File: config.mk
export PLATFORM = sky130hd
export DESIGN_NAME = lieat_ifu_bpu_flat
export DESIGN_NICKNAME = d
export VERILOG_FILES = /design/src/rtl/lieat_ifu_bpu_pkg.sv /design/src/rtl/lieat_ifu_bpu_if.sv /design/src/rtl/lieat_ifu_ras.sv /design/src/rtl/lieat_ifu_bpu.sv /design/src/flat_wrapper.sv
export SDC_FILE = /design/constraint.sdc
export NUM_CORES = 1
export LEC_CHECK = 0
export ABC_AREA = 0
export CAP_MARGIN = 20
export CORE_MARGIN = 3
export CORE_UTILIZATION = 57
export CTS_CLUSTER_DIAMETER = 50
export DETAILED_ROUTE_END_ITERATION = 8
export PLACE_DENSITY = 0.87
export SYNTH_ARGS = -nofsm -noshare
export SYNTH_HDL_FRONTEND = slang
export SYNTH_HIERARCHICAL = 1
export SYNTH_SLANG_ARGS = --single-unit
File: constraint.sdc
create_clock -name clock -period 9.2 [get_ports clock]
set_clock_uncertainty 0.2 [all_clocks]
set_input_delay 1.84 -clock clock [delete_from_list [all_inputs] [get_ports clock]]
set_output_delay 1.84 -clock clock [all_outputs]
set_load 0.1 [all_outputs]
File: src/rtl/lieat_ifu_bpu_pkg.sv
// Shared widths, FSM encoding and return-address-stack depth for the static branch predictor.
package lieat_ifu_bpu_pkg;

    localparam int XLEN       = 32;
    localparam int RGIDX_SIZE = 5;
    localparam int RAS_DEPTH  = 4;

    typedef enum logic {
        ST_IDLE     = 1'b0,
        ST_WAIT_RS1 = 1'b1
    } bpu_state_e;

    function automatic logic is_link_reg(input logic [RGIDX_SIZE-1:0] idx);
        return (idx == RGIDX_SIZE'(1)) || (idx == RGIDX_SIZE'(5));
    endfunction

endpackage

File: src/rtl/lieat_ifu_bpu_if.sv
// Decoded-instruction input, regfile read port and registered prediction output of the BPU stage.
interface lieat_ifu_bpu_if;
    import lieat_ifu_bpu_pkg::*;

    logic                  i_valid;
    logic                  i_ready;
    logic [XLEN-1:0]       i_pc;
    logic [XLEN-1:0]       i_inst;
    logic [RGIDX_SIZE-1:0] i_rd;
    logic [RGIDX_SIZE-1:0] i_rs1;
    logic [XLEN-1:0]       i_imm;
    logic                  i_jal;
    logic                  i_jalr;
    logic                  i_bxx;
    logic [RGIDX_SIZE-1:0] rf_rs1_idx;
    logic [XLEN-1:0]       rf_rs1_rdata;
    logic                  rf_rs1_busy;
    logic                  o_valid;
    logic                  o_ready;
    logic [XLEN-1:0]       o_pc;
    logic [XLEN-1:0]       o_inst;
    logic                  o_taken;
    logic [XLEN-1:0]       o_npc;
    logic                  redirect_valid;
    logic [XLEN-1:0]       redirect_pc;

    modport master (
        output i_valid, i_pc, i_inst, i_rd, i_rs1, i_imm, i_jal, i_jalr, i_bxx,
        output rf_rs1_rdata, rf_rs1_busy, o_ready,
        input  i_ready, rf_rs1_idx, o_valid, o_pc, o_inst, o_taken, o_npc,
        input  redirect_valid, redirect_pc
    );

    modport slave (
        input  i_valid, i_pc, i_inst, i_rd, i_rs1, i_imm, i_jal, i_jalr, i_bxx,
        input  rf_rs1_rdata, rf_rs1_busy, o_ready,
        output i_ready, rf_rs1_idx, o_valid, o_pc, o_inst, o_taken, o_npc,
        output redirect_valid, redirect_pc
    );

endinterface

File: src/rtl/lieat_ifu_ras.sv
// Circular return-address stack: a push when full overwrites the oldest entry; push+pop replaces the top.
module lieat_ifu_ras
    import lieat_ifu_bpu_pkg::*;
#(
    parameter int DEPTH = RAS_DEPTH
) (
    input  logic            clock,
    input  logic            reset,
    input  logic            push_i,
    input  logic            pop_i,
    input  logic [XLEN-1:0] push_data_i,
    output logic [XLEN-1:0] top_o,
    output logic            empty_o
);

    localparam int PW = (DEPTH > 1) ? $clog2(DEPTH) : 1;

    logic [XLEN-1:0] mem_q [DEPTH];
    logic [PW-1:0]   sp_q, sp_d, sp_inc_s, sp_dec_s, wr_idx_s;
    logic [PW:0]     cnt_q, cnt_d;
    logic            wr_en_s;

    assign sp_inc_s = (sp_q == PW'(DEPTH - 1)) ? '0 : sp_q + PW'(1);
    assign sp_dec_s = (sp_q == '0) ? PW'(DEPTH - 1) : sp_q - PW'(1);
    assign top_o    = mem_q[sp_q];
    assign empty_o  = (cnt_q == '0);

    always_comb begin
        sp_d     = sp_q;
        cnt_d    = cnt_q;
        wr_en_s  = 1'b0;
        wr_idx_s = sp_q;
        if (push_i && pop_i) begin
            wr_en_s = 1'b1;
        end else if (push_i) begin
            sp_d     = sp_inc_s;
            wr_idx_s = sp_inc_s;
            wr_en_s  = 1'b1;
            cnt_d    = (cnt_q == (PW+1)'(DEPTH)) ? cnt_q : cnt_q + (PW+1)'(1);
        end else if (pop_i) begin
            sp_d  = sp_dec_s;
            cnt_d = cnt_q - (PW+1)'(1);
        end else begin
            sp_d = sp_q;
        end
    end

    always_ff @(posedge clock) begin
        if (reset) begin
            sp_q  <= '0;
            cnt_q <= '0;
            for (int i = 0; i < DEPTH; i++) begin
                mem_q[i] <= '0;
            end
        end else begin
            sp_q  <= sp_d;
            cnt_q <= cnt_d;
            if (wr_en_s) begin
                mem_q[wr_idx_s] <= push_data_i;
            end
        end
    end

endmodule

File: src/rtl/lieat_ifu_bpu.sv
// Static branch predictor between the IFU pre-decoder and the IFU/IDU register.
// Optional return-address stack enabled by defining LIEAT_BPU_RAS_EN.
module lieat_ifu_bpu
    import lieat_ifu_bpu_pkg::*;
(
    input  logic                  clock,
    input  logic                  reset,
    input  logic                  flush,
    lieat_ifu_bpu_if.slave        bus
);

    bpu_state_e            state_q, state_d;
    logic [XLEN-1:0]       pc_l_q, inst_l_q, imm_l_q;
    logic [RGIDX_SIZE-1:0] rs1_l_q;
    logic                  o_valid_q, o_valid_d, o_taken_q, o_taken_d, redirect_q, redirect_d;
    logic [XLEN-1:0]       o_pc_q, o_pc_d, o_inst_q, o_inst_d, o_npc_q, o_npc_d;

    logic                  i_ready_s, xfer_s, wait_s, done_s, latch_en_s, out_free_s;
    logic                  pred_taken_s, ras_hit_s;
    logic [XLEN-1:0]       pred_npc_s, base_s, pc4_s, br_tgt_s, jalr_sum_s, wait_sum_s, ras_top_s;

    assign out_free_s = ~o_valid_q | bus.o_ready;
    assign i_ready_s  = (state_q == ST_IDLE) & out_free_s & ~flush;
    assign xfer_s     = bus.i_valid & i_ready_s;

`ifdef LIEAT_BPU_RAS_EN
    logic ras_empty_s, ras_push_s, ras_pop_s, rd_link_s, rs1_link_s;

    assign rd_link_s  = is_link_reg(bus.i_rd);
    assign rs1_link_s = is_link_reg(bus.i_rs1);
    // pop on a return (rd=x0) or a coroutine swap (both link regs, rd!=rs1)
    assign ras_hit_s  = bus.i_jalr & rs1_link_s & ~ras_empty_s &
                        ((bus.i_rd == '0) | (rd_link_s & (bus.i_rd != bus.i_rs1)));
    assign ras_pop_s  = xfer_s & ras_hit_s;
    assign ras_push_s = xfer_s & (bus.i_jal | bus.i_jalr) & rd_link_s;

    lieat_ifu_ras #(.DEPTH(RAS_DEPTH)) u_ras (
        .clock       (clock),
        .reset       (reset),
        .push_i      (ras_push_s),
        .pop_i       (ras_pop_s),
        .push_data_i (pc4_s),
        .top_o       (ras_top_s),
        .empty_o     (ras_empty_s)
    );
`else
    logic unused_rd_s;

    assign ras_hit_s   = 1'b0;
    assign ras_top_s   = '0;
    assign unused_rd_s = ^bus.i_rd;
`endif

    assign base_s     = (bus.i_rs1 == '0) ? '0 : bus.rf_rs1_rdata;
    assign pc4_s      = bus.i_pc + XLEN'(4);
    assign br_tgt_s   = bus.i_pc + bus.i_imm;
    assign jalr_sum_s = base_s + bus.i_imm;
    assign wait_sum_s = bus.rf_rs1_rdata + imm_l_q;
    assign wait_s     = bus.i_jalr & ~ras_hit_s & (bus.i_rs1 != '0) & bus.rf_rs1_busy;
    assign done_s     = ~bus.rf_rs1_busy & out_free_s;

    // Prediction for the incoming instruction
    always_comb begin
        pred_taken_s = 1'b0;
        pred_npc_s   = pc4_s;
        if (bus.i_jal) begin
            pred_taken_s = 1'b1;
            pred_npc_s   = br_tgt_s;
        end else if (bus.i_jalr) begin
            pred_taken_s = 1'b1;
            pred_npc_s   = ras_hit_s ? ras_top_s : {jalr_sum_s[XLEN-1:1], 1'b0};
        end else if (bus.i_bxx) begin
            pred_taken_s = bus.i_imm[XLEN-1];
            pred_npc_s   = bus.i_imm[XLEN-1] ? br_tgt_s : pc4_s;
        end else begin
            pred_taken_s = 1'b0;
        end
    end

    // FSM next state and output-register load; flush overrides everything
    always_comb begin
        state_d    = state_q;
        o_valid_d  = o_valid_q;
        o_pc_d     = o_pc_q;
        o_inst_d   = o_inst_q;
        o_taken_d  = o_taken_q;
        o_npc_d    = o_npc_q;
        redirect_d = 1'b0;
        latch_en_s = 1'b0;
        if (flush) begin
            o_valid_d = 1'b0;
            state_d   = ST_IDLE;
        end else begin
            case (state_q)
                ST_IDLE: begin
                    if (xfer_s && wait_s) begin
                        latch_en_s = 1'b1;
                        o_valid_d  = 1'b0;
                        state_d    = ST_WAIT_RS1;
                    end else if (xfer_s) begin
                        o_valid_d  = 1'b1;
                        o_pc_d     = bus.i_pc;
                        o_inst_d   = bus.i_inst;
                        o_taken_d  = pred_taken_s;
                        o_npc_d    = pred_npc_s;
                        redirect_d = pred_taken_s;
                    end else if (bus.o_ready) begin
                        o_valid_d = 1'b0;
                    end else begin
                        o_valid_d = o_valid_q;
                    end
                end
                ST_WAIT_RS1: begin
                    if (done_s) begin
                        o_valid_d  = 1'b1;
                        o_pc_d     = pc_l_q;
                        o_inst_d   = inst_l_q;
                        o_taken_d  = 1'b1;
                        o_npc_d    = {wait_sum_s[XLEN-1:1], 1'b0};
                        redirect_d = 1'b1;
                        state_d    = ST_IDLE;
                    end else if (bus.o_ready) begin
                        o_valid_d = 1'b0;
                    end else begin
                        o_valid_d = o_valid_q;
                    end
                end
                default: begin
                    o_valid_d = 1'b0;
                    state_d   = ST_IDLE;
                end
            endcase
        end
    end

    always_ff @(posedge clock) begin
        if (reset) begin
            state_q    <= ST_IDLE;
            o_valid_q  <= 1'b0;
            o_pc_q     <= '0;
            o_inst_q   <= '0;
            o_taken_q  <= 1'b0;
            o_npc_q    <= '0;
            redirect_q <= 1'b0;
        end else begin
            state_q    <= state_d;
            o_valid_q  <= o_valid_d;
            o_pc_q     <= o_pc_d;
            o_inst_q   <= o_inst_d;
            o_taken_q  <= o_taken_d;
            o_npc_q    <= o_npc_d;
            redirect_q <= redirect_d;
        end
    end

    // Held copy of a jalr waiting for its base register
    always_ff @(posedge clock) begin
        if (reset) begin
            pc_l_q   <= '0;
            inst_l_q <= '0;
            imm_l_q  <= '0;
            rs1_l_q  <= '0;
        end else if (latch_en_s) begin
            pc_l_q   <= bus.i_pc;
            inst_l_q <= bus.i_inst;
            imm_l_q  <= bus.i_imm;
            rs1_l_q  <= bus.i_rs1;
        end else begin
            rs1_l_q  <= rs1_l_q;
        end
    end

    assign bus.i_ready        = i_ready_s;
    assign bus.rf_rs1_idx     = (state_q == ST_WAIT_RS1) ? rs1_l_q : bus.i_rs1;
    assign bus.o_valid        = o_valid_q;
    assign bus.o_pc           = o_pc_q;
    assign bus.o_inst         = o_inst_q;
    assign bus.o_taken        = o_taken_q;
    assign bus.o_npc          = o_npc_q;
    assign bus.redirect_valid = redirect_q;
    assign bus.redirect_pc    = o_npc_q;

endmodule

File: src/flat_wrapper.sv
// flat-port wrapper written by rule: the top's interface ports become plain ports
module lieat_ifu_bpu_flat import lieat_ifu_bpu_pkg::*;
  (clock, reset, flush, bus_i_valid, bus_i_pc, bus_i_inst, bus_i_rd, bus_i_rs1, bus_i_imm, bus_i_jal, bus_i_jalr, bus_i_bxx, bus_rf_rs1_rdata, bus_rf_rs1_busy, bus_o_ready, bus_i_ready, bus_rf_rs1_idx, bus_o_valid, bus_o_pc, bus_o_inst, bus_o_taken, bus_o_npc, bus_redirect_valid, bus_redirect_pc);
  lieat_ifu_bpu_if bus_i ();
  input  logic clock;
  input  logic reset;
  input  logic flush;
  input wire logic [$bits(bus_i.i_valid)-1:0] bus_i_valid;
  input wire logic [$bits(bus_i.i_pc)-1:0] bus_i_pc;
  input wire logic [$bits(bus_i.i_inst)-1:0] bus_i_inst;
  input wire logic [$bits(bus_i.i_rd)-1:0] bus_i_rd;
  input wire logic [$bits(bus_i.i_rs1)-1:0] bus_i_rs1;
  input wire logic [$bits(bus_i.i_imm)-1:0] bus_i_imm;
  input wire logic [$bits(bus_i.i_jal)-1:0] bus_i_jal;
  input wire logic [$bits(bus_i.i_jalr)-1:0] bus_i_jalr;
  input wire logic [$bits(bus_i.i_bxx)-1:0] bus_i_bxx;
  input wire logic [$bits(bus_i.rf_rs1_rdata)-1:0] bus_rf_rs1_rdata;
  input wire logic [$bits(bus_i.rf_rs1_busy)-1:0] bus_rf_rs1_busy;
  input wire logic [$bits(bus_i.o_ready)-1:0] bus_o_ready;
  output wire logic [$bits(bus_i.i_ready)-1:0] bus_i_ready;
  output wire logic [$bits(bus_i.rf_rs1_idx)-1:0] bus_rf_rs1_idx;
  output wire logic [$bits(bus_i.o_valid)-1:0] bus_o_valid;
  output wire logic [$bits(bus_i.o_pc)-1:0] bus_o_pc;
  output wire logic [$bits(bus_i.o_inst)-1:0] bus_o_inst;
  output wire logic [$bits(bus_i.o_taken)-1:0] bus_o_taken;
  output wire logic [$bits(bus_i.o_npc)-1:0] bus_o_npc;
  output wire logic [$bits(bus_i.redirect_valid)-1:0] bus_redirect_valid;
  output wire logic [$bits(bus_i.redirect_pc)-1:0] bus_redirect_pc;
  assign bus_i.i_valid = bus_i_valid;
  assign bus_i.i_pc = bus_i_pc;
  assign bus_i.i_inst = bus_i_inst;
  assign bus_i.i_rd = bus_i_rd;
  assign bus_i.i_rs1 = bus_i_rs1;
  assign bus_i.i_imm = bus_i_imm;
  assign bus_i.i_jal = bus_i_jal;
  assign bus_i.i_jalr = bus_i_jalr;
  assign bus_i.i_bxx = bus_i_bxx;
  assign bus_i.rf_rs1_rdata = bus_rf_rs1_rdata;
  assign bus_i.rf_rs1_busy = bus_rf_rs1_busy;
  assign bus_i.o_ready = bus_o_ready;
  assign bus_i_ready = bus_i.i_ready;
  assign bus_rf_rs1_idx = bus_i.rf_rs1_idx;
  assign bus_o_valid = bus_i.o_valid;
  assign bus_o_pc = bus_i.o_pc;
  assign bus_o_inst = bus_i.o_inst;
  assign bus_o_taken = bus_i.o_taken;
  assign bus_o_npc = bus_i.o_npc;
  assign bus_redirect_valid = bus_i.redirect_valid;
  assign bus_redirect_pc = bus_i.redirect_pc;
  lieat_ifu_bpu u_core (.clock(clock), .reset(reset), .flush(flush), .bus(bus_i));
endmodule
# Word level (Yosys, flattened, before mapping)
# Cells that the tools add are included.
dict set report totals {
  regBits 201
  out_inout_bits 137
  elab_cells 73
}
dict set report classes {
  add_sub_neg 4
  n_eq_ne 3
  reduce_logical 5
  bitwise_logic 11
  n_mux 39
}
# cell count
set op_table {}
lappend op_table {{$mux 32} 14}
lappend op_table {{$pmux 32 s2} 3}
lappend op_table {{$add 32x32->32} 3}
lappend op_table {{$add 32x3->32 const B} 1}
lappend op_table {{$mux 1} 17}
lappend op_table {{$pmux 1 s2} 4}
lappend op_table {{$and 1x1->1} 6}
lappend op_table {{$logic_not 5->1} 1}
lappend op_table {{$mux 5} 1}
lappend op_table {{$reduce_bool 5->1} 1}
lappend op_table {{$ne 2x2->1 const B} 2}
lappend op_table {{$not 1->1} 4}
lappend op_table {{$reduce_and 4->1} 1}
lappend op_table {{$ne 2x1->1 const B} 1}
lappend op_table {{$reduce_or 2->1} 1}
lappend op_table {{$logic_and 1x1->1} 1}
lappend op_table {{$or 1x1->1} 1}

# Logic depth before layout (Yosys ltp)
# Gate-level depths: netlist (run 1).
dict set report depth {
  ltp_word 9
  depth_mapped 15
  ltp_nobuf 13
}

# Worst setup path before layout (run 1)
# Ideal clock, no wire load.
dict set report synth_timing {
  kind {input-to-output}
  from {in bus_o_ready}
  to {out bus_i_ready}
  cell_stages 2
  slack_ns 3.143
  t_arrival_ns 4.017
  t_required_ns 7.160
  path_cell_list {nor2b_1 > nor3_1}
}
dict set report synth_between {
  elab_chain_cells 3
}
# element line
set synth_rtl {}
lappend synth_rtl {{from (decl)} flat_wrapper.sv:19} ;# input wire logic [$bits(bus_i.o_ready)-1:0] bus_o_ready;
lappend synth_rtl {{$or 1x1->1} lieat_ifu_bpu.sv:22} ;# assign out_free_s = ~o_valid_q | bus.o_ready;
lappend synth_rtl {{$and 1x1->1 (2 in a row)} lieat_ifu_bpu.sv:23} ;# assign i_ready_s = (state_q == ST_IDLE) & out_free_s & ~flush;
lappend synth_rtl {{to (decl)} flat_wrapper.sv:20} ;# output wire logic [$bits(bus_i.i_ready)-1:0] bus_i_ready;
# Every way passes these cells.

# Worst setup path in the final report (run 1)
dict set report layout_timing {
  from {in bus_i_rs1[0]}
  to {reg u_core.o_npc_q[22] (netlist: u_core/bus.o_npc[22])}
}
dict set report layout_between {
  elab_chain_cells 8
  elab_cells_between_ends 14
  cone_classes {add/sub: 1; eq/ne: 1; mux: 6; bitwise: 2; reduce/logical: 4}
}
# element line
set layout_rtl {}
lappend layout_rtl {{from (decl)} flat_wrapper.sv:12} ;# input wire logic [$bits(bus_i.i_rs1)-1:0] bus_i_rs1;
lappend layout_rtl {{$logic_not 5->1} lieat_ifu_bpu.sv:54} ;# assign base_s = (bus.i_rs1 == '0) ? '0 : bus.rf_rs1_rdata;
lappend layout_rtl {{$mux 32} lieat_ifu_bpu.sv:54}
lappend layout_rtl {{$add 32x32->32} lieat_ifu_bpu.sv:57} ;# assign jalr_sum_s = base_s + bus.i_imm;
lappend layout_rtl {{$mux 32} lieat_ifu_bpu.sv:69} ;# end else if (bus.i_jalr) begin
lappend layout_rtl {{$mux 32} lieat_ifu_bpu.sv:66} ;# if (bus.i_jal) begin
lappend layout_rtl {{$mux 32} lieat_ifu_bpu.sv:100} ;# end else if (xfer_s) begin
lappend layout_rtl {{$mux 32} lieat_ifu_bpu.sv:96} ;# if (xfer_s && wait_s) begin
lappend layout_rtl {{$pmux 32 s2} lieat_ifu_bpu.sv:94} ;# case (state_q)
lappend layout_rtl {{to (signal assigned)} lieat_ifu_bpu.sv:151} ;# o_npc_q <= o_npc_d;
lappend layout_rtl {{to (decl)} lieat_ifu_bpu.sv:16} ;# logic [XLEN-1:0] o_pc_q, o_pc_d, o_inst_q, o_inst_d, o_npc_q, o_npc_d;
# Parallel ways exist; a longest one is shown, timed or not. The select of a mux whose other input is x is not followed.
# A chain may end at the register's enable or synchronous reset.

==> metrics.md, run 1 <==
| Metric | Value |
|---|---|
| Worst slew pin tran | 1.064 ns |
| CP Launch Type | input pin |
| Peak supply drop | 0.0001610 V |
| Crit-path max FO | 29 |
| Drt initial violations | 1515 |
| Dominant synthesized flop cell | dfxtp_1 |
| Status | finished, final reports clean |
| Dpl hpwl | 34.66 mm |
| Die area | 0.02670 mm^2 |
| Clock root buffer | clkbuf_16 |
| Clock power frac | 34.6% |
| Drt drc | 0 |
| Max Transition Viols Final | 0 |
| Register clock-pin slew on the reported worst setup and hold paths | 0.06 ns |
| Most common cell after layout, fill and taps aside | nand2_1 |
| Place WS | 2.134 ns |
| Hold slack | 0.2525 ns |
| Sequential share of power | 31.8% |
| Register area | 0.004028 mm^2 |
| Slowest CP cell | a2111oi_0 |
| Ys async rst share | 0% |
| Vias | 14750 |
| CTS Buffer Depth | 3 |
| First-pass DRT Iterations | 6 |
| Distinct cell type count after synthesis | 78 |
| CTS H-tree depth | 1 |
| Layout cells sized above 1 | 4.621% |
| Num CTS Buffers | 27 |
| CTS tree | built |
| Area Growth Syn to Fin | 25.18% |
| DR WL/cell | 20.01 um |
| Syn_nets | 2073 |
| Max Cap Viol | 0 |
| Setup WS post-layout | 3.159 ns |
| Cell taking the most area after synthesis | dfxtp_1 |
| Total grt overflow | 0 |
| Unrepaired setup endpoints after global routing | no |
| Initial antenna violation count | 1 |
| Post-CTS sizing | 0 |
| Largest net degree at the start of global routing | 119 |
| Sequential area share after synthesis | 28.50% |
| Sw Ratio | 38.97% |
| Starting density of the core | 59.10% |
| # IOs | 284 |
| Layout fillers | 1822 |
| Yosys top cell area share | 28.50% |
| Final net count | 2255 |
| Post-synth EDFFs | 0 |
| Kind of critical path | input pin to flip-flop |
| WP buf/inv | 2 |
| Switching Power | 1.156 mW |
| Minimum clock period | 6.041 ns |
| Crit-path leading delay family | compound AO/OA/AOI/OAI gates |
| CP required | 9.47 ns |
| Vias in the first global route | 13582 |
| Most frequent cells in the layout | nand2_1, clkdlybuf4s50_1, a21oi_1, dfxtp_1, nor2_1 |
| Mean post-synth cell area | 7.712 um^2 |
| CP Capture Type | flip-flop |
| Multi-input gate area | 0.009320 mm^2 |
| YS warnings | 6 |
| Arr. time, crit path | 6.31 ns |
| TNS Setup | 0 ns |
| Part of the power in combinational logic | 33.6% |
| ANT nets after route | 0 |
| I/O Buffers | 278 |
| Leak | 6.546 nW |
| Hold Path Class | flip-flop to flip-flop |
| Power density cells | 167.8 mW/mm^2 |
| First-pass GRT wire length | 73.28 mm |
| Rows | 56 |
| Syn Inst Count | 1831 |
| Clk Latency, worst-skew pair | 0.53 ns |
| Max incr delay on CP | 0.73 ns |
| Core Box Area | 0.02389 mm^2 |
| Max Freq | 165.5 MHz |
| Period utilisation layout | 65.67% |
| Endpoints failing setup | 0 |
| Routability cong. | 0.9535 |
| Number of synthesized register bits | 201 |
| Rel. slew slack | 28.91% |
| WL final | 47.11 mm |
| Hold_buf cts | 0 |
| Top cells by area, synth | dfxtp_1, ha_1, nand2_1 |
| Global Route Usage Sum | 33.75% |
| Final Hold Violating Endpoints | 0 |
| Vias per std cell | 6.266 |
| Pint | 1.810 mW |
| Die Wd | 163.4 um |
| Synth Cell Area | 0.01412 mm^2 |
| Sink Count | 201 |
| Crit-path cells | clkdlybuf4s50_1, nor4_1, and2_1, buf_16, nor2b_1, ha_1, a211oi_1, o21ai_0, a32o_1, a21o_1, a41oi_1, xnor2_1, a2111oi_0, a221o_1 |
| Post-CTS Setup Bufs | 0 |
| Die Height | 163.4 um |
worst min-delay path, cell delays in order, from the launching register on:
cell     delay (ns)
dfxtp_1        0.31
nand2_1        0.05
a21oi_1        0.05
layer usage:
layer | wire, um | vias to the layer above | GRT usage (%)
li1 | - | 6951 | -
met1 | 20680 | 6981 | 49.48
met2 | 20430 | 726 | 51.31
met3 | 4760 | 90 | 6.188
met4 | 1225 | 2 | 8.266
met5 | 12 | - | 0
through the flow:
step	total power, mW	std cells	utilization (%)	area, um^2
6_report	2.966	2354	73.98	17680
5_1_grt	3.073	2353	73.97	17670
4_1_cts	2.961	2351	73.74	17620
3_5_place_dp	1.936	2301	70.00	16730
3_3_place_gp	1.925	2301	70.00	16730
2_1_floorplan	1.670	1831	-	14120
logic make-up (layout without fill, tap and decap cells):
kind of cell / Yosys count / after routing / synth area share (%)
AND/OR/NAND/NOR: 636 / 636 / 19.94
AO/OA/AOI/OAI: 564 / 564 / 26.26
flip-flops: 201 / 201 / 28.50
buffers and inverters: 166 / 369 / 5.555
adder cells (fa/ha/maj): 95 / 95 / 8.577
XOR/XNOR: 95 / 95 / 5.892
multiplexers: 74 / 74 / 5.281
other: 0 / 1 / 0
sequential cells by signal, indices dropped and copies added, names as in the netlist:
name and flops:
u_core/bus.o_inst 32, u_core/bus.o_npc 32, u_core/bus.o_pc 32, u_core/imm_l_q 32, u_core/inst_l_q 32, u_core/pc_l_q 32
u_core/rs1_l_q 5, u_core/bus.o_taken 1, u_core/bus.o_valid 1, u_core/bus.redirect_valid 1, u_core/state_q 1
synthesized netlist by cell type, types with 4 or more instances:
| master | instances |
|---|---|
| a2111oi_0 | 5 |
| a211o_1 | 4 |
| a211oi_1 | 85 |
| a21o_1 | 40 |
| a21oi_1 | 212 |
| a221o_1 | 5 |
| a221oi_1 | 13 |
| a22oi_1 | 6 |
| a311oi_1 | 9 |
| a31o_2 | 7 |
| a31oi_1 | 11 |
| and2_1 | 5 |
| and3_1 | 20 |
| and4_1 | 4 |
| buf_1 | 9 |
| buf_4 | 38 |
| clkbuf_1 | 88 |
| dfxtp_1 | 201 |
| ha_1 | 92 |
| inv_1 | 26 |
| mux2_2 | 4 |
| mux2i_1 | 70 |
| nand2_1 | 293 |
| nand2b_1 | 11 |
| nand3_1 | 39 |
| nand3b_1 | 4 |
| nand4_1 | 23 |
| nor2_1 | 148 |
| nor2b_1 | 36 |
| nor3_1 | 30 |
| o211ai_1 | 14 |
| o21a_1 | 15 |
| o21ai_0 | 68 |
| o21bai_1 | 6 |
| o221ai_1 | 8 |
| o22ai_1 | 7 |
| o31ai_1 | 7 |
| or3_1 | 9 |
| or4_1 | 4 |
| xnor2_1 | 49 |
| xor2_1 | 46 |
power groups by stage:
stage	Clock, mW	Combinational [mW]	Sequential [mW]
final	1.03	0.997	0.942
after CTS	1.04	0.982	0.942
after global placement	0	0.967	0.958
after global routing	1.07	1.05	0.946
after detailed placement	0	0.976	0.960
after floorplan	0	0.493	1.18
worst paths after layout:
path,slack [ns],end,cells past startpoint,from
worst max register to register,5.39,u_core/bus.o_npc[28],11,u_core/imm_l_q[1]
worst max-delay path,3.16,u_core/bus.o_npc[22],14,bus_i_rs1[0]
worst min-delay path,0.25,u_core/inst_l_q[14],2,u_core/inst_l_q[14]
worst min register to register,0.25,u_core/inst_l_q[14],2,u_core/inst_l_q[14]
area by class of cell:
| type | instances | area share [%] |
|---|---|---|
| tap | 319 | 2.258 |
| multi-input combinational | 1464 | 52.72 |
| inverter | 26 | 0.5521 |
| clock buffer | 32 | 4.098 |
| sequential | 201 | 22.78 |
| timing repair buffer | 293 | 16.61 |
| clock inverter | 18 | 0.9555 |
| antenna | 1 | 0.01416 |
Power figures use the tool's default switching activity.
==> run 2: changes to the inputs <==
--- a/config.mk
+++ b/config.mk
@@ -8,10 +8,10 @@
 export ABC_AREA = 0
 export CAP_MARGIN = 20
 export CORE_MARGIN = 3
-export CORE_UTILIZATION = 57
+export CORE_UTILIZATION = 48
 export CTS_CLUSTER_DIAMETER = 50
 export DETAILED_ROUTE_END_ITERATION = 8
-export PLACE_DENSITY = 0.87
+export PLACE_DENSITY = 0.78
 export SYNTH_ARGS = -nofsm -noshare
 export SYNTH_HDL_FRONTEND = slang
 export SYNTH_HIERARCHICAL = 1
==> constraint.sdc (replaced) <==
create_clock -name clock -period 5.35 [get_ports clock]
set_clock_uncertainty 0.2 [all_clocks]
set_input_delay 1.07 -clock clock [delete_from_list [all_inputs] [get_ports clock]]
set_output_delay 1.07 -clock clock [all_outputs]
set_load 0.1 [all_outputs]
==> run 2 against run 1 <==
Clock power grew 100%. Final area is 3.0% higher. Sequential share of layout area shrank 0.66 points. Critical endpoint is now u_core/bus.o_npc[15].
==> metrics.md, run 2 (synthesis results as in run 1) <==
| Metric | Value |
|---|---|
| Die Height | 177.5 um (was 163.4 um) |
| Max Transition Viols Final | 0 (unchanged) |
| Most common cell after layout, fill and taps aside | nand2_1 (unchanged) |
| Clock root buffer | clkbuf_16 (unchanged) |
| Num CTS Buffers | 30 (was 27) |
| Met1 GRT Util | 38.46% (was 49.48%) |
| Rel. slew slack | 18.02% (was 28.91%) |
| Max Freq | 206.1 MHz |
| CP Launch Type | input pin (unchanged) |
| Cell area after layout | 0.01820 mm^2 (was 0.01768 mm^2) |
| CTS Buffer Depth | 3 (unchanged) |
| GR Layer Usage met3 | 4.707% (was 6.188%) |
| Finished Core Util | 63.08% (was 73.98%) |
| Arr. time, crit path | 5.13 ns (was 6.31 ns) |
| Kind of critical path | input pin to flip-flop (unchanged) |
| DR WL/cell | 19.64 um (was 20.01 um) |
| Drt drc | 0 (unchanged) |
| Rows | 62 (was 56) |
| CTS H-tree depth | 1 (unchanged) |
| Leak | 6.794 nW (was 6.546 nW) |
| Ant diodes | 0 (was 1) |
| Register clock-pin slew on the reported worst setup and hold paths | 0.05 ns (was 0.06 ns) |
| WP buf/inv | 4 (was 2) |
| Layout cells sized above 1 | 6.847% (was 4.621%) |
| First-pass DRT Iterations | 6 (unchanged) |
| Global Route Usage Sum | 28.97% (was 33.75%) |
| Die area | 0.03151 mm^2 (was 0.02670 mm^2) |
| ANT nets after route | 0 (unchanged) |
| TNS Setup | 0 ns (unchanged) |
| Peak supply drop | 0.0002765 V (was 0.0001610 V) |
| Largest net degree at the start of global routing | 111 (was 119) |
| Layout fillers | 2537 (was 1822) |
| GR Layer Usage met2 | 47.36% (was 51.31%) |
| Unrepaired setup endpoints after global routing | no (unchanged) |
| Period utilisation layout | 90.67% |
| Hold Path Class | flip-flop to flip-flop (unchanged) |
| Register area | 0.004028 mm^2 (unchanged) |
| Sink Count | 201 (unchanged) |
| Crit-path leading delay family | compound AO/OA/AOI/OAI gates (unchanged) |
| # IOs | 284 (unchanged) |
| Multi-input gate area | 0.009338 mm^2 (was 0.009320 mm^2) |
| WL final | 48.28 mm (was 47.11 mm) |
| Total grt overflow | 0 (unchanged) |
| Vias per std cell | 6.011 (was 6.266) |
| Slowest CP cell | a222oi_1 (was a2111oi_0) |
| Final Hold Violating Endpoints | 0 (unchanged) |
| Hold_buf cts | 0 (unchanged) |
| Routability cong. | 0.9680 (was 0.9535) |
| Dpl hpwl | 35.46 mm (was 34.66 mm) |
| Vias | 14774 (was 14750) |
| Drt initial violations | 1318 (was 1515) |
| I/O Buffers | 278 (unchanged) |
| Die Wd | 177.5 um (was 163.4 um) |
| Starting density of the core | 48.93% (was 59.10%) |
| Minimum clock period | 4.851 ns |
| Area Growth Syn to Fin | 28.91% (was 25.18%) |
| Final net count | 2292 (was 2255) |
| Crit-path cells | clkdlybuf4s50_1, nor4_1, buf_4, and2_1, buf_12, nor2b_1, ha_1, buf_4, nand3_1, a2111o_1, a22o_1, o21ai_0, xnor2_1, a222oi_1, a32oi_1, o21ai_0 (was clkdlybuf4s50_1, nor4_1, and2_1, buf_16, nor2b_1, ha_1, a211oi_1, o21ai_0, a32o_1, a21o_1, a41oi_1, xnor2_1, a2111oi_0, a221o_1) |
| Post-CTS sizing | 0 (unchanged) |
| Endpoints failing setup | 0 (unchanged) |
| Crit-path max FO | 7 (was 29) |
| Status | finished, final reports clean (unchanged) |
| Max incr delay on CP | 0.48 ns (was 0.73 ns) |
| Post-CTS Setup Bufs | 0 (unchanged) |
| CTS tree | built (unchanged) |
| Core Box Area | 0.02886 mm^2 (was 0.02389 mm^2) |
| Vias in the first global route | 13727 (was 13582) |
| Max Cap Viol | 0 (unchanged) |
| First-pass GRT wire length | 73.90 mm (was 73.28 mm) |
| Initial antenna violation count | 0 (was 1) |
| Most frequent cells in the layout | nand2_1, clkdlybuf4s50_1, a21oi_1, dfxtp_1, nor2_1 (unchanged) |
| Placed cell areas | 0.01713 mm^2 (was 0.01673 mm^2) |
| Clk Latency, worst-skew pair | 0.56 ns (was 0.53 ns) |
| Power density cells | 299.1 mW/mm^2 (was 167.8 mW/mm^2) |
| CP required | 5.63 ns (was 9.47 ns) |
| Worst slew pin tran | 1.230 ns (was 1.064 ns) |
| Busiest grt layer | met2 (unchanged) |
| CP Capture Type | flip-flop (unchanged) |
-- run 2: per-stage QoR --
step / hold slack (ns) / setup WS (ns) / total power, mW / cells
global placement: 0.2394 / 0.01454 / 3.351 / 2402
detailed placement: 0.2465 / 0.02083 / 3.372 / 2402
floorplan: 0.2329 / 0.6539 / 2.872 / 1831
CTS: 0.2538 / 0.5782 / 5.453 / 2458
global route: 0.2716 / 0.3207 / 5.638 / 2458
finish: 0.2517 / 0.4989 / 5.445 / 2458
-- run 2: layout make-up --
class,instances,share of cell area [%]
tap,384,2.639
clock inverter,19,1.292
inverter,26,0.5361
timing repair buffer,327,17.51
multi-input combinational,1464,51.30
clock buffer,37,4.605
sequential,201,22.13
-- run 2: path summary, 6_finish.rpt --
path                           from              endpoint  slack, ns  cells past startpoint
setup / recovery       bus_i_rs1[0]  u_core/bus.o_npc[15]       0.50                     16
hold reg to reg   u_core/pc_l_q[28]     u_core/pc_l_q[28]       0.25                      2
setup reg to reg  u_core/imm_l_q[1]  u_core/bus.o_npc[24]       1.70                     11
hold / removal    u_core/pc_l_q[28]     u_core/pc_l_q[28]       0.25                      2
-- run 2: metal layers --
layer / wire length [um] / part of all wire [%]
met1: 20470 / 42
met5: 0 / 0
met4: 1896 / 3.9
met2: 22060 / 46
met3: 3859 / 8.0
-- run 2: where the power goes --
part           switching [mW]  leakage [nW]  internal (mW)  total [mW]
clock network           0.799         0.519           1.28        2.08
registers              0.0512          1.64           1.57        1.62
logic                    1.18          4.64          0.568        1.75
-- run 2: worst reg2reg max path: cells and delay by family (launching register included) --
kind / cells / cell delay [ns]
DFF: 1 / 0.37
buffers and inverters: 1 / 0.08
AOI/OAI and AO/OA: 5 / 1.45
adders and majority gates: 1 / 0.42
and+or+nand+nor: 4 / 1.01
